File: config.mk
export PLATFORM = sky130hd
export DESIGN_NAME = patch_assembler
export DESIGN_NICKNAME = d
export VERILOG_FILES = /design/src/rtl/patch_assembler.sv
export SDC_FILE = /design/constraint.sdc
export NUM_CORES = 2
export LEC_CHECK = 0
export BUFFER_PORTS_ARGS = -buffer_cell sky130_fd_sc_hd__buf_2
export CORE_MARGIN = 4
export CORE_UTILIZATION = 56
export DETAILED_ROUTE_END_ITERATION = 7
export PLACE_DENSITY_LB_ADDON = 0.1
export SLEW_MARGIN = 0
export SYNTH_ARGS = -nofsm -noshare
export SYNTH_HDL_FRONTEND = slang
export SYNTH_SLANG_ARGS = --single-unit
File: constraint.sdc
create_clock -name clk -period 2.75 [get_ports clk]
set_input_delay 0.1375 -clock clk [delete_from_list [all_inputs] [get_ports clk]]
set_output_delay 0.1375 -clock clk [all_outputs]
set_load 0.01 [all_outputs]
File: src/rtl/patch_assembler.sv
// Serial-to-parallel patch builder: row-major pixel stream in, one full
// PATCH_DIM x PATCH_DIM patch out, with two ping-pong banks so filling overlaps draining.
module patch_assembler #(
   parameter int DATA_W    = 16,
   parameter int PATCH_DIM = 6,
   localparam int PATCH_N  = PATCH_DIM * PATCH_DIM
) (
   input  logic                            clk,
   input  logic                            reset,
   input  logic [DATA_W-1:0]               pix_in,
   input  logic                            pix_valid,
   input  logic                            pix_first,
   output logic                            pix_ready,
   output logic [PATCH_N-1:0][DATA_W-1:0]  pixels_out,
   output logic                            patch_valid,
   input  logic                            patch_ready,
   output logic                            sync_err,
   output logic [15:0]                     patch_count
);

   localparam int IDX_W = $clog2(PATCH_N);
   localparam logic [IDX_W-1:0] LAST_IDX = IDX_W'(PATCH_N - 1);

   logic [PATCH_N-1:0][DATA_W-1:0] bank [2];
   logic [1:0]       full;
   logic             wr_bank;
   logic             rd_bank;
   logic [IDX_W-1:0] wr_idx;
   logic             accept;
   logic             take;

   // pix_ready depends only on state (plus reset), never on the consumer side
   assign pix_ready   = !full[wr_bank] && !reset;
   assign patch_valid = full[rd_bank];
   assign pixels_out  = bank[rd_bank];
   assign accept      = pix_valid && pix_ready;
   assign take        = patch_valid && patch_ready;

   // A fill can only complete into an empty bank and a handoff only frees a
   // full one, so the two full-flag updates below never target the same bank.
   always_ff @(posedge clk) begin
      if (reset) begin
         bank[0]     <= '0;
         bank[1]     <= '0;
         full        <= '0;
         wr_bank     <= 1'b0;
         rd_bank     <= 1'b0;
         wr_idx      <= '0;
         sync_err    <= 1'b0;
         patch_count <= '0;
      end else begin
         if (accept) begin
            if (pix_first) begin
               bank[wr_bank][0] <= pix_in;
               wr_idx           <= IDX_W'(1);
               if (wr_idx != '0) begin
                  sync_err <= 1'b1;
               end
            end else begin
               bank[wr_bank][wr_idx] <= pix_in;
               if (wr_idx == LAST_IDX) begin
                  full[wr_bank] <= 1'b1;
                  wr_bank       <= ~wr_bank;
                  wr_idx        <= '0;
               end else begin
                  wr_idx <= wr_idx + IDX_W'(1);
               end
            end
         end
         if (take) begin
            full[rd_bank] <= 1'b0;
            rd_bank       <= ~rd_bank;
            patch_count   <= patch_count + 16'd1;
         end
      end
   end

endmodule

# --- After elaboration in Yosys (flattened, before gate mapping) ---
# Memories as Yosys holds them, arrays and structs flattened. A register that Yosys moved wholly into a read port is not among the register bits.
# Index checks and enable logic that the tools add are counted.
word_totals:
  n_memories: 1
  reg_bits: 27
  wordCells: 98
  in_bits: 21
  output_inout_bits: 595
  ramBits: 1152
classes:
  reduce_logical: 12
  muxes: 48
  n_addsub: 2
  n_lt_le_gt_ge: 6
  n_eq_ne: 1
  bitwise_logic: 22
mem_list:
  columns: ["memory", "depth", "word_bits", "rd", "rd_clocked_by_memory_dff", "write_ports", "line_no", "rtl"]
  rows:
  - ["bank", 2, 576, 1, 1, 2, "24", "logic [PATCH_N-1:0][DATA_W-1:0] bank [2];"]
ops:
  columns: ["cell", "n"]
  rows:
  - ["576-bit 2-to-1 mux", 3]
  - ["576-bit OR reduction", 1]
  - ["16-bit demux with 6-bit select", 1]
  - ["1-bit 2-to-1 mux", 34]
  - ["16-bit by 1-bit adder with 16-bit output (second input constant)", 1]
  - ["16-bit 2-to-1 mux", 1]
  - ["1-bit OR", 16]
  - ["6-bit 2-to-1 mux", 2]
  - ["2-bit 2-to-1 mux", 5]
  - ["6-bit by 7-bit less-than comparator with 1-bit output (second input constant)", 1]
  - ["6-bit by 1-bit adder with 6-bit output (second input constant)", 1]
  - ["6-bit equality test (second input constant)", 1]
  - ["6-bit by 1-bit greater-or-equal comparator with 1-bit output (second input constant)", 1]
  - ["1-bit logical AND", 6]
  - ["3-bit AND reduction", 2]
  - ["6-bit nonzero test", 1]
  - ["1-bit by 2-bit less-than comparator with 1-bit output (second input constant)", 2]
  - ["1-bit inverter", 3]
  - ["2-bit bitwise AND", 1]
  - ["1-bit demux with 1-bit select", 2]
  - ["1-bit greater-or-equal comparator (second input constant)", 2]
  - ["1-bit zero test", 2]
  - ["2-bit inverter", 1]
  - ["2-bit OR", 1]

# --- Logic depth before layout (Yosys ltp) ---
depth:
  depth_word: 11
  depth_mapped: 7
  mapped_depth_nobuf: 5

# --- Worst setup path after synthesis ---
# No wires, ideal clock.
synth_path:
  path_kind: "flip-flop to flip-flop"
  from: "reg wr_bank"
  to: "mem bank[0][0] (netlist name), enable pin"
  stages_incl_launch_ff: 6
  arrival_time_ps: 1853
  synth_period_minus_slack_ps: 2186
  slack_ps: 564
  path_buffers: 1
  cell_sequence: "dfxtp_1 -> buf_2 -> mux2i_4 -> nand3b_1 -> nor3_1 -> or2_2"
synth_rtl:
  columns: ["element", "line_no", "rtl"]
  rows:
  - ["start: declaration", "26", "logic wr_bank;"]
  - ["start signal: assignment", "63", "wr_bank <= ~wr_bank;"]
  - ["end: declaration", "24", null]

# --- Worst setup path in the final report ---
layout_path:
  from: "reg rd_bank"
  to: "out patch_valid"
layout_between:
  elab_chain_cells: 2
layout_lines:
  columns: ["element", "line_no", "rtl"]
  rows:
  - ["start: declaration", "27", "logic rd_bank;"]
  - ["start signal: assignment", "72", "rd_bank <= ~rd_bank;"]
  - ["1-bit 2-to-1 mux (implied by the code) (2 in a row)", "34", "assign patch_valid = full[rd_bank];"]
  - ["end: declaration", "15", "output logic patch_valid,"]
# No other way between the ends. The select of a mux whose other input is x is not followed.

==> flow_summary.yaml <==
cells_and_area:
  multiInputGateArea_um2: 15400
  num-fill-cells: 6528
  fin_nets: 4099
  area_growth_pct: 16.9
  final_util: 0.660
  drive_above_1_share: 0.385
  register_area_um2: 35200
clock_network:
  cts_root_buffer: "clkbuf_16"
  cts_resized: 0
  clk_latency_ns: 0.70
  tritoncts: "built"
  cts_setup_buffers: 0
  htreeDepth: 3
  cts.sinks: 1180
  cts_buffers: 121
  cts_max_path_buffers: 3
  clk_pin_slew_worst_paths_ns: 0.06
yosys:
  synthCells: 3485
  syn-cell-area_um2: 51700
  async_flop_share: 0
  yosysUniqueCellTypes: 47
  ys.flop_type: "edfxtp_1"
  seq_area_frac_synth: 0.679
  ys_ff_latch: 1180
  synth.avg_cell_area_um2: 14.8
  synth_warnings: 0
  synth_edf_count: 1152
  syn_nets: 3509
grt:
  antenna_found_initial: 7
  use_met3: 0.0630
  grt_pass1_vias: 29400
  gr-usage-met2: 0.457
  grt_max_degree: 78
  busiest_layer: "met2"
  grtUsageTotal: 0.273
  globalRouteMet1Util: 0.361
  gr-total-overflow: 0
  grt_pass1_wl_mm: 195
drt:
  drtPass1Iterations: 6
  ant_nets: 0
  viasPerCell: 5.47
  drt_iter0_drc: 2339
  drc_errors: 0
  wl_per_cell_um: 25.0
  routed_wl_mm: 134
  vias: 29400
pwr:
  power_density_nw_per_um2: 642
  leakagePower_nw: 23.4
  power_mw: 38.9
  ir_drop_v: 0.000585
timing:
  hold_violations: 0
  worst_slew_pin_slew_ns: 1.04
  hold_ws_ns: 0.0623
  setup_ws_ns: 0.103
  rsz0062_at_grt: "no"
  min_period_ns: 2.65
  relSlewSlack: 0.287
  drv_slew: 0
  fin_crit_sh: 0.963
  setup_violations: 0
  skew_ns: 0.0145
  max_freq_mhz: 378
  setup_tns_ns: 0
floorplan:
  die_y_um: 312
  die-area_um2: 97300
  initial_core_util: 0.565
  die_w_um: 312
  io_pins: 616
  core_um2: 91700
  rows: 111
placement:
  port_buffers: 615
  gp_congestion: 0.800
  dp_slack_ns: 0.190
  dp_hpwl_mm: 84.0
critical_path:
  timing.critical_path.buf_inv: 2
  cp-end-kind: "primary output"
  critPathTopFamily: "multiplexers"
  crit_path_start_kind: "flop"
  path_max_fanout: 9
  cp_slowest_stage_delay_ns: 0.87
  crit_path_cell_trace: "mux2i_1 -> inv_1 -> buf_2"
  path_class: "flop to primary output"
  critPathSlowestCell: "mux2i_1"
  arrival_ns: 2.51
  required_ns: 2.61
outcome:
  status: "complete, no violations"
flow_run:
  maxCapViolations: 0
worst_hold_path:
  worstHoldPathType: "primary input to flop"
[logic make-up (layout without fill, tap and decap cells)]
logic type	Yosys count	in the layout	share of synthesized area
xor gates and xnor gates	9	9	0.00152
AOI/OAI and AO/OA	30	30	0.00326
other	0	6	0
adders and majority gates	3	3	0.000725
muxes	580	580	0.126
buffers and inverters	289	976	0.0225
and+or+nand+nor	1394	1394	0.166
DFF	1180	1180	0.679
[through the flow]
step                instances  cell area [µm²]
floorplan                3485            51700
global placement         5133            56500
detailed placement       5133            56500
CTS                      5358            60500
global route             5358            60500
finish                   5364            60500
[cell type report]
type	count	area share
inverter	6	0.000372
sequential	1180	0.581
tap	1186	0.0245
clock buffer	147	0.0525
timing repair buffer	750	0.0737
clock inverter	73	0.0126
antenna	6	0.000248
multi-input combinational	2016	0.255
[repair_timing]
item / in CTS / in global routing
endpoints found under the setup margin: 0 / 0
hold buffers: 5 / 0
hold endpoints to repair: 15 / 0
[report_power, final]
group          switching [mW]  internal [mW]
sequential              0.182           20.4
clock                    6.77           9.50
combinational            1.38          0.618
[synthesized netlist by cell type (7+ instances only)]
master,number,share of area
buf_1,16,0.0012
nand2_1,17,0.0012
nor2_4,8,0.0017
a21oi_1,15,0.0015
and2_2,16,0.0023
nand4_1,8,0.00097
o21ai_0,7,0.00068
nand3_1,13,0.0013
edfxtp_1,1152,0.67
nor2_1,78,0.0057
and2_1,1136,0.14
clkbuf_1,253,0.018
or2_2,72,0.0087
buf_6,7,0.0015
mux2_2,578,0.13
dfxtp_1,28,0.011
nor3_1,9,0.00087
[flip-flops by register name (all words and copies together) (netlist names), named ones only]
| register | cells |
|---|---|
| bank | 1152 |
| patch_count | 16 |
| wr_idx | 6 |
| full | 2 |
| rd_bank | 1 |
| sync_err | 1 |
| wr_bank | 1 |
[final timing paths]
| check | from | to | slack [ns] | cells after the start |
|---|---|---|---|---|
| worst min-delay path | pix_in[7] | bank[1][519]$_SDFFCE_PN0P_ | 0.06 | 2 |
| worst min register to register | patch_count[14]$_SDFFE_PP0P_ | patch_count[14]$_SDFFE_PP0P_ | 0.50 | 2 |
| worst max-delay path | rd_bank$_SDFFE_PP0P_ | patch_valid | 0.10 | 3 |
| worst max register to register | wr_bank$_SDFFE_PP0P_ | bank[0][60]$_SDFFCE_PN0P_ | 0.21 | 4 |
[routing by layer]
layer / wire [µm] / share of wire / vias up
li1: - / - / 13400
met1: 53900 / 0.40 / 14800
met2: 66200 / 0.49 / 987
met3: 10400 / 0.077 / 173
met4: 3810 / 0.028 / 0
met5: 0 / 0 / -
[cell usage in the layout (no fill, tap or decap), drive strengths merged, types with 2 or more instances in the layout]
cell type / netlist / layout
xnor2: 4 / 4
or3: 6 / 6
mux2i: 2 / 2
inv: 6 / 10
clkbuf: 256 / 147
nor2b: 6 / 6
nand4: 8 / 8
and2: 1152 / 1152
or2: 72 / 72
edfxtp: 1152 / 1152
buf: 27 / 745
nor2: 88 / 88
nor3b: 3 / 3
dfxtp: 28 / 28
a31oi: 4 / 4
ha: 3 / 3
xor2: 5 / 5
diode: 0 / 6
nor4: 3 / 3
o21ai: 7 / 7
and3: 5 / 5
nand3b: 3 / 3
dlygate4sd3: 0 / 5
bufinv: 0 / 14
mux2: 578 / 578
nand4b: 4 / 4
nand2: 17 / 17
nand3: 13 / 13
a21oi: 15 / 15
clkinv: 0 / 49
nor3: 9 / 9
clkinvlp: 0 / 6
Power figures use the tool's default switching activity.
